==> config.mk <==
export PLATFORM = sky130hd
export DESIGN_NAME = alu_regfile_sequencer
export DESIGN_NICKNAME = d
export VERILOG_FILES = /design/src/rtl/alu_regfile_sequencer.sv
export SDC_FILE = /design/constraint.sdc
export NUM_CORES = 1
export LEC_CHECK = 0
export ABC_CLOCK_PERIOD_IN_PS = 4010
export CORE_UTILIZATION = 55
export DETAILED_ROUTE_END_ITERATION = 8
export DONT_BUFFER_PORTS = 1
export GPL_ROUTABILITY_DRIVEN = 0
export MAX_ROUTING_LAYER = met4
export PLACE_DENSITY = 0.73
export SLEW_MARGIN = 20
export SYNTH_ARGS = -nofsm -noshare
export SYNTH_HDL_FRONTEND = slang
export SYNTH_SLANG_ARGS = --single-unit
==> constraint.sdc <==
create_clock -name clk -period 4.01 [get_ports clk]
set_clock_uncertainty 0.1 [all_clocks]
set_input_delay 1.0025 -clock clk [delete_from_list [all_inputs] [get_ports clk]]
set_output_delay 1.0025 -clock clk [all_outputs]
set_load 0.05 [all_outputs]
==> src/rtl/alu_regfile_sequencer.sv <==
// Operand-fetch/writeback sequencer for an external ALU; 8x8 register file with direct load port.
// Latency: accept E0, fetch E1, writeback E1+ALU_LAT, done pulses the cycle after; cmd_ready low while busy.
// Backpressure: one command in flight, cmd_valid ignored (not queued) while cmd_ready is low.
module alu_regfile_sequencer #(
    parameter int DATA_W  = 8,
    parameter int NREG    = 8,
    parameter int ADDR_W  = 3,
    parameter int ALU_LAT = 2
) (
    input  logic              clk,
    input  logic              rst_n,
    input  logic              cmd_valid,
    output logic              cmd_ready,
    input  logic [2:0]        cmd_func,
    input  logic [ADDR_W-1:0] cmd_rs1,
    input  logic [ADDR_W-1:0] cmd_rs2,
    input  logic [ADDR_W-1:0] cmd_rd,
    input  logic              ld_en,
    input  logic [ADDR_W-1:0] ld_addr,
    input  logic [DATA_W-1:0] ld_data,
    output logic [DATA_W-1:0] alu_reg1,
    output logic [DATA_W-1:0] alu_reg2,
    output logic [2:0]        alu_func,
    input  logic [DATA_W-1:0] alu_out,
    input  logic              alu_carry,
    output logic              done,
    output logic [DATA_W-1:0] result,
    output logic              carry_flag,
    input  logic [ADDR_W-1:0] dbg_addr,
    output logic [DATA_W-1:0] dbg_data
);

    localparam logic [1:0] S_IDLE  = 2'd0;
    localparam logic [1:0] S_FETCH = 2'd1;
    localparam logic [1:0] S_WAIT  = 2'd2;

    localparam int CNT_W = (ALU_LAT > 1) ? $clog2(ALU_LAT) : 1;

    logic [1:0]        r_state;
    logic [DATA_W-1:0] r_rf [NREG];
    logic [2:0]        r_func;
    logic [ADDR_W-1:0] r_rs1;
    logic [ADDR_W-1:0] r_rs2;
    logic [ADDR_W-1:0] r_rd;
    logic [CNT_W-1:0]  r_cnt;
    logic [DATA_W-1:0] r_alu_reg1;
    logic [DATA_W-1:0] r_alu_reg2;
    logic [2:0]        r_alu_func;
    logic [DATA_W-1:0] r_result;
    logic              r_carry;
    logic              r_done;

    logic w_wb;

    assign w_wb       = (r_state == S_WAIT) && (r_cnt == '0);
    assign cmd_ready  = (r_state == S_IDLE);
    assign alu_reg1   = r_alu_reg1;
    assign alu_reg2   = r_alu_reg2;
    assign alu_func   = r_alu_func;
    assign result     = r_result;
    assign carry_flag = r_carry;
    assign done       = r_done;
    assign dbg_data   = r_rf[dbg_addr];

    // Writeback beats a same-address direct load on the same edge.
    always_ff @(posedge clk or negedge rst_n) begin
        if (!rst_n) begin
            for (int i = 0; i < NREG; i++) begin
                r_rf[i] <= '0;
            end
        end else begin
            if (ld_en && !(w_wb && (ld_addr == r_rd))) begin
                r_rf[ld_addr] <= ld_data;
            end
            if (w_wb) begin
                r_rf[r_rd] <= alu_out;
            end
        end
    end

    always_ff @(posedge clk or negedge rst_n) begin
        if (!rst_n) begin
            r_state    <= S_IDLE;
            r_func     <= '0;
            r_rs1      <= '0;
            r_rs2      <= '0;
            r_rd       <= '0;
            r_cnt      <= '0;
            r_alu_reg1 <= '0;
            r_alu_reg2 <= '0;
            r_alu_func <= '0;
            r_result   <= '0;
            r_carry    <= 1'b0;
            r_done     <= 1'b0;
        end else begin
            r_done <= 1'b0;
            case (r_state)
                S_IDLE: begin
                    if (cmd_valid) begin
                        r_func  <= cmd_func;
                        r_rs1   <= cmd_rs1;
                        r_rs2   <= cmd_rs2;
                        r_rd    <= cmd_rd;
                        r_state <= S_FETCH;
                    end
                end
                S_FETCH: begin
                    // Operands see the regfile before any load landing on this edge.
                    r_alu_reg1 <= r_rf[r_rs1];
                    r_alu_reg2 <= r_rf[r_rs2];
                    r_alu_func <= r_func;
                    r_cnt      <= CNT_W'(ALU_LAT - 1);
                    r_state    <= S_WAIT;
                end
                S_WAIT: begin
                    if (r_cnt == '0) begin
                        r_result <= alu_out;
                        r_carry  <= alu_carry;
                        r_done   <= 1'b1;
                        r_state  <= S_IDLE;
                    end else begin
                        r_cnt <= r_cnt - 1'b1;
                    end
                end
                default: r_state <= S_IDLE;
            endcase
        end
    end

endmodule
==> results.yml <==
place:
  hpwlAfterDp_mm: 11.69
  port_buffers: 0
  post_dp_cell_area_um2: 6626
global_routing:
  grt_pass1_wl_mm: 27.40
  grt_max_degree: 109
  antenna_found_initial: 0
  grt_usage_pct: 28.51
  grt_pass1_vias: 5186
  grt_overflow: 0
sta:
  rsz0062_at_grt: "false"
  setup-tns-final_ns: 0
  setup_viol: 0
  worst_pin_slew_ns: 0.9581
  fin_crit_ns: 2.999
  relSlewSlack_pct: 36.13
  final_hold_viol_count: 0
  fin_crit_sh_pct: 74.78
  max_clock_freq_ghz: 0.3335
  drv_slew: 0
cells_and_area:
  final_cell_area_um2: 6930
  drive_above_1_share_pct: 20.49
  fill_cells: 1006
  nets: 692
  area_growth_pct: 1.151
  regArea_um2: 2703
  multi_input_area_um2: 3652
  antenna_cells: 0
floorplan:
  start_util_pct: 56.80
  pin_count: 77
  die_w_um: 113.6
  die_area_um2: 12910
  die_y_um: 113.6
  coreArea_um2: 12060
  num_rows: 40
yosys:
  ys_seq_area_share_pct: 39.44
  syn-num-nets: 742
  synth_cell_types: 39
  synth_top_cell_area_share_pct: 39.44
  synth_edf_count: 0
  synthFlopType: "dfrtp_1"
  synthCells: 699
  ys_top_cells_by_area: "dfrtp_1, mux4_2, nor2_1"
  post-synth-top-count-cell: "nor2_1"
  yosysWarnings: 0
  netlist_area_um2: 6852
  ys_ff_latch: 108
  async_flop_share_pct: 100.0
  avgSynthCellArea_um2: 9.802
  yosys.area.top_type: "dfrtp_1"
  ys_top_cells_by_count: "nor2_1, dfrtp_1, nand2_1, a31oi_1, o21ai_1"
routing:
  viasPerCell: 6.410
  drtAntennaViolNets: 0
  wl_mm: 16.84
  dr.first_iter.drc_count: 465
  drtPass1Iterations: 7
  wl_per_cell_um: 20.48
  vias: 5269
  drc: 0
setup_path:
  crit_path_start_kind: "input port"
  r2r_slack_ns: 1.63
  crit_chain: "mux4_2 > mux2_2"
  r2r_end: "r_rf[19]$_DFF_PN0_"
  ff2ff_path_depth: 7
  end_kind: "primary output"
  crit_cells: 2
  critPathTopFamily: "multiplexers"
  reg2reg_from: "r_state[0]$_DFFE_PN0P_"
  arrival_ns: 1.90
  slowest_stage: "mux4_2"
  crit_path_max_fanout: 16
  path_class: "input port to primary output"
  worst-path-buf-inv: 0
  critPathMaxStageDelay_ns: 0.48
  crit_required_ns: 2.91
clock_network:
  cts_resized: 0
  clock-root-buffer: "clkbuf_16"
  postCtsHoldBufs: 0
  cts_sinks: 108
  h-tree-depth: 3
  cts.clk_slew.worst_paths_ns: 0.07
  tritoncts: "built"
  cts_setup_buffers: 0
  cts_max_path_buffers: 2
  clk-insertion-delay-late_ns: 0.36
  cts_buffers: 9
power:
  power.switching_mw: 2.392
  p_int_mw: 3.086
  power.leakage_nw: 2.742
  p_clk_share_pct: 16.5
  combPwrFrac_pct: 32.8
  seqPwrFrac_pct: 50.7
  power.total_mw: 5.477
  ir_worst_vdd_uv: 281.2
  p_per_area_nw_per_um2: 790.3
  switching_share_pct: 43.66
status:
  status: "finished clean"
worst_hold_path:
  hold_path_class: "input port to asynchronous set/reset pin"
run:
  max_cap_violations: 0
[kinds of logic (layout without fill, tap and decap cells)]
logic type | Yosys count | count (layout) | share of synthesized area (%)
AO/OA/AOI/OAI | 150 | 150 | 12.53
XOR/XNOR | 4 | 4 | 0.6210
adder cells (fa/ha/maj) | 4 | 4 | 0.7305
buffers and inverters | 72 | 27 | 7.286
flip-flops | 108 | 108 | 39.44
multiplexers | 88 | 88 | 22.06
AND/OR/NAND/NOR | 273 | 273 | 17.33
[per-stage QoR]
step / cells / util (%) / setup slack, ns / hold slack [ns]
3_3_place_gp: 806 / 54.94 / 1.030 / 0.3798
6_report: 822 / 57.46 / 1.011 / 0.2361
5_1_grt: 822 / 57.46 / 1.002 / 0.2256
3_5_place_dp: 806 / 54.94 / 1.011 / 0.3934
2_1_floorplan: 699 / - / 0.4808 / 0.3737
4_1_cts: 822 / 57.44 / 1.008 / 0.2328
[sequential cells by signal, indices dropped and copies added (netlist names)]
register / count
r_rf: 64
alu_reg1: 8
alu_reg2: 8
result: 8
alu_func: 3
r_func: 3
r_rd: 3
r_rs1: 3
r_rs2: 3
r_state: 2
carry_flag: 1
done: 1
r_cnt: 1
[power groups by stage]
stage / Combinational, mW / Clock, mW / Sequential, mW
3_3_place_gp: 1.70 / 0 / 2.71
2_1_floorplan: 1.86 / 0 / 2.34
3_5_place_dp: 1.79 / 0 / 2.77
6_report: 1.80 / 0.903 / 2.78
5_1_grt: 1.96 / 0.953 / 2.85
4_1_cts: 1.80 / 0.909 / 2.75
[layout make-up]
type | instances | area share (%)
clock buffer | 16 | 4.351
inverter | 5 | 0.2708
multi-input combinational | 519 | 52.70
sequential | 108 | 39.00
tap | 168 | 3.033
timing repair buffer | 6 | 0.6499
[per-layer routing]
metal / routed length (um) / global-route usage, % / vias up
li1: - / - / 2373
met1: 6927 / 37.74 / 2592
met2: 7740 / 42.36 / 282
met3: 1908 / 7.970 / 22
met4: 262 / 9.825 / 0
met5: 0 / - / -
[layout by cell type, fill, tap and decap left out, types with 6 or more instances in the layout]
master,count
dfrtp_1,108
nand2_2,30
nor2_1,146
a31oi_1,64
o21ai_1,63
mux4_2,48
a21oi_1,19
nand2_1,74
clkbuf_16,9
mux2i_1,16
mux2_2,24
buf_4,6
[worst register-to-register path, stage by stage, from the launching register on]
cell and delay (ns):
dfrtp_1 0.42, inv_1 0.10, ha_1 0.27, nand2b_4 0.17, inv_2 0.27, nand3_1 0.55
nor2_1 0.28, a31oi_1 0.06
[worst max-delay path by stage]
stage                            from  slack [ns]          end
after floorplan           dbg_addr[0]        0.48  dbg_data[0]
after global placement    dbg_addr[0]        1.03  dbg_data[2]
after detailed placement  dbg_addr[0]        1.01  dbg_data[0]
after CTS                 dbg_addr[0]        1.01  dbg_data[0]
after global routing      dbg_addr[0]        1.00  dbg_data[0]
final                     dbg_addr[0]        1.01  dbg_data[0]
(Power assumes the default switching activity.)
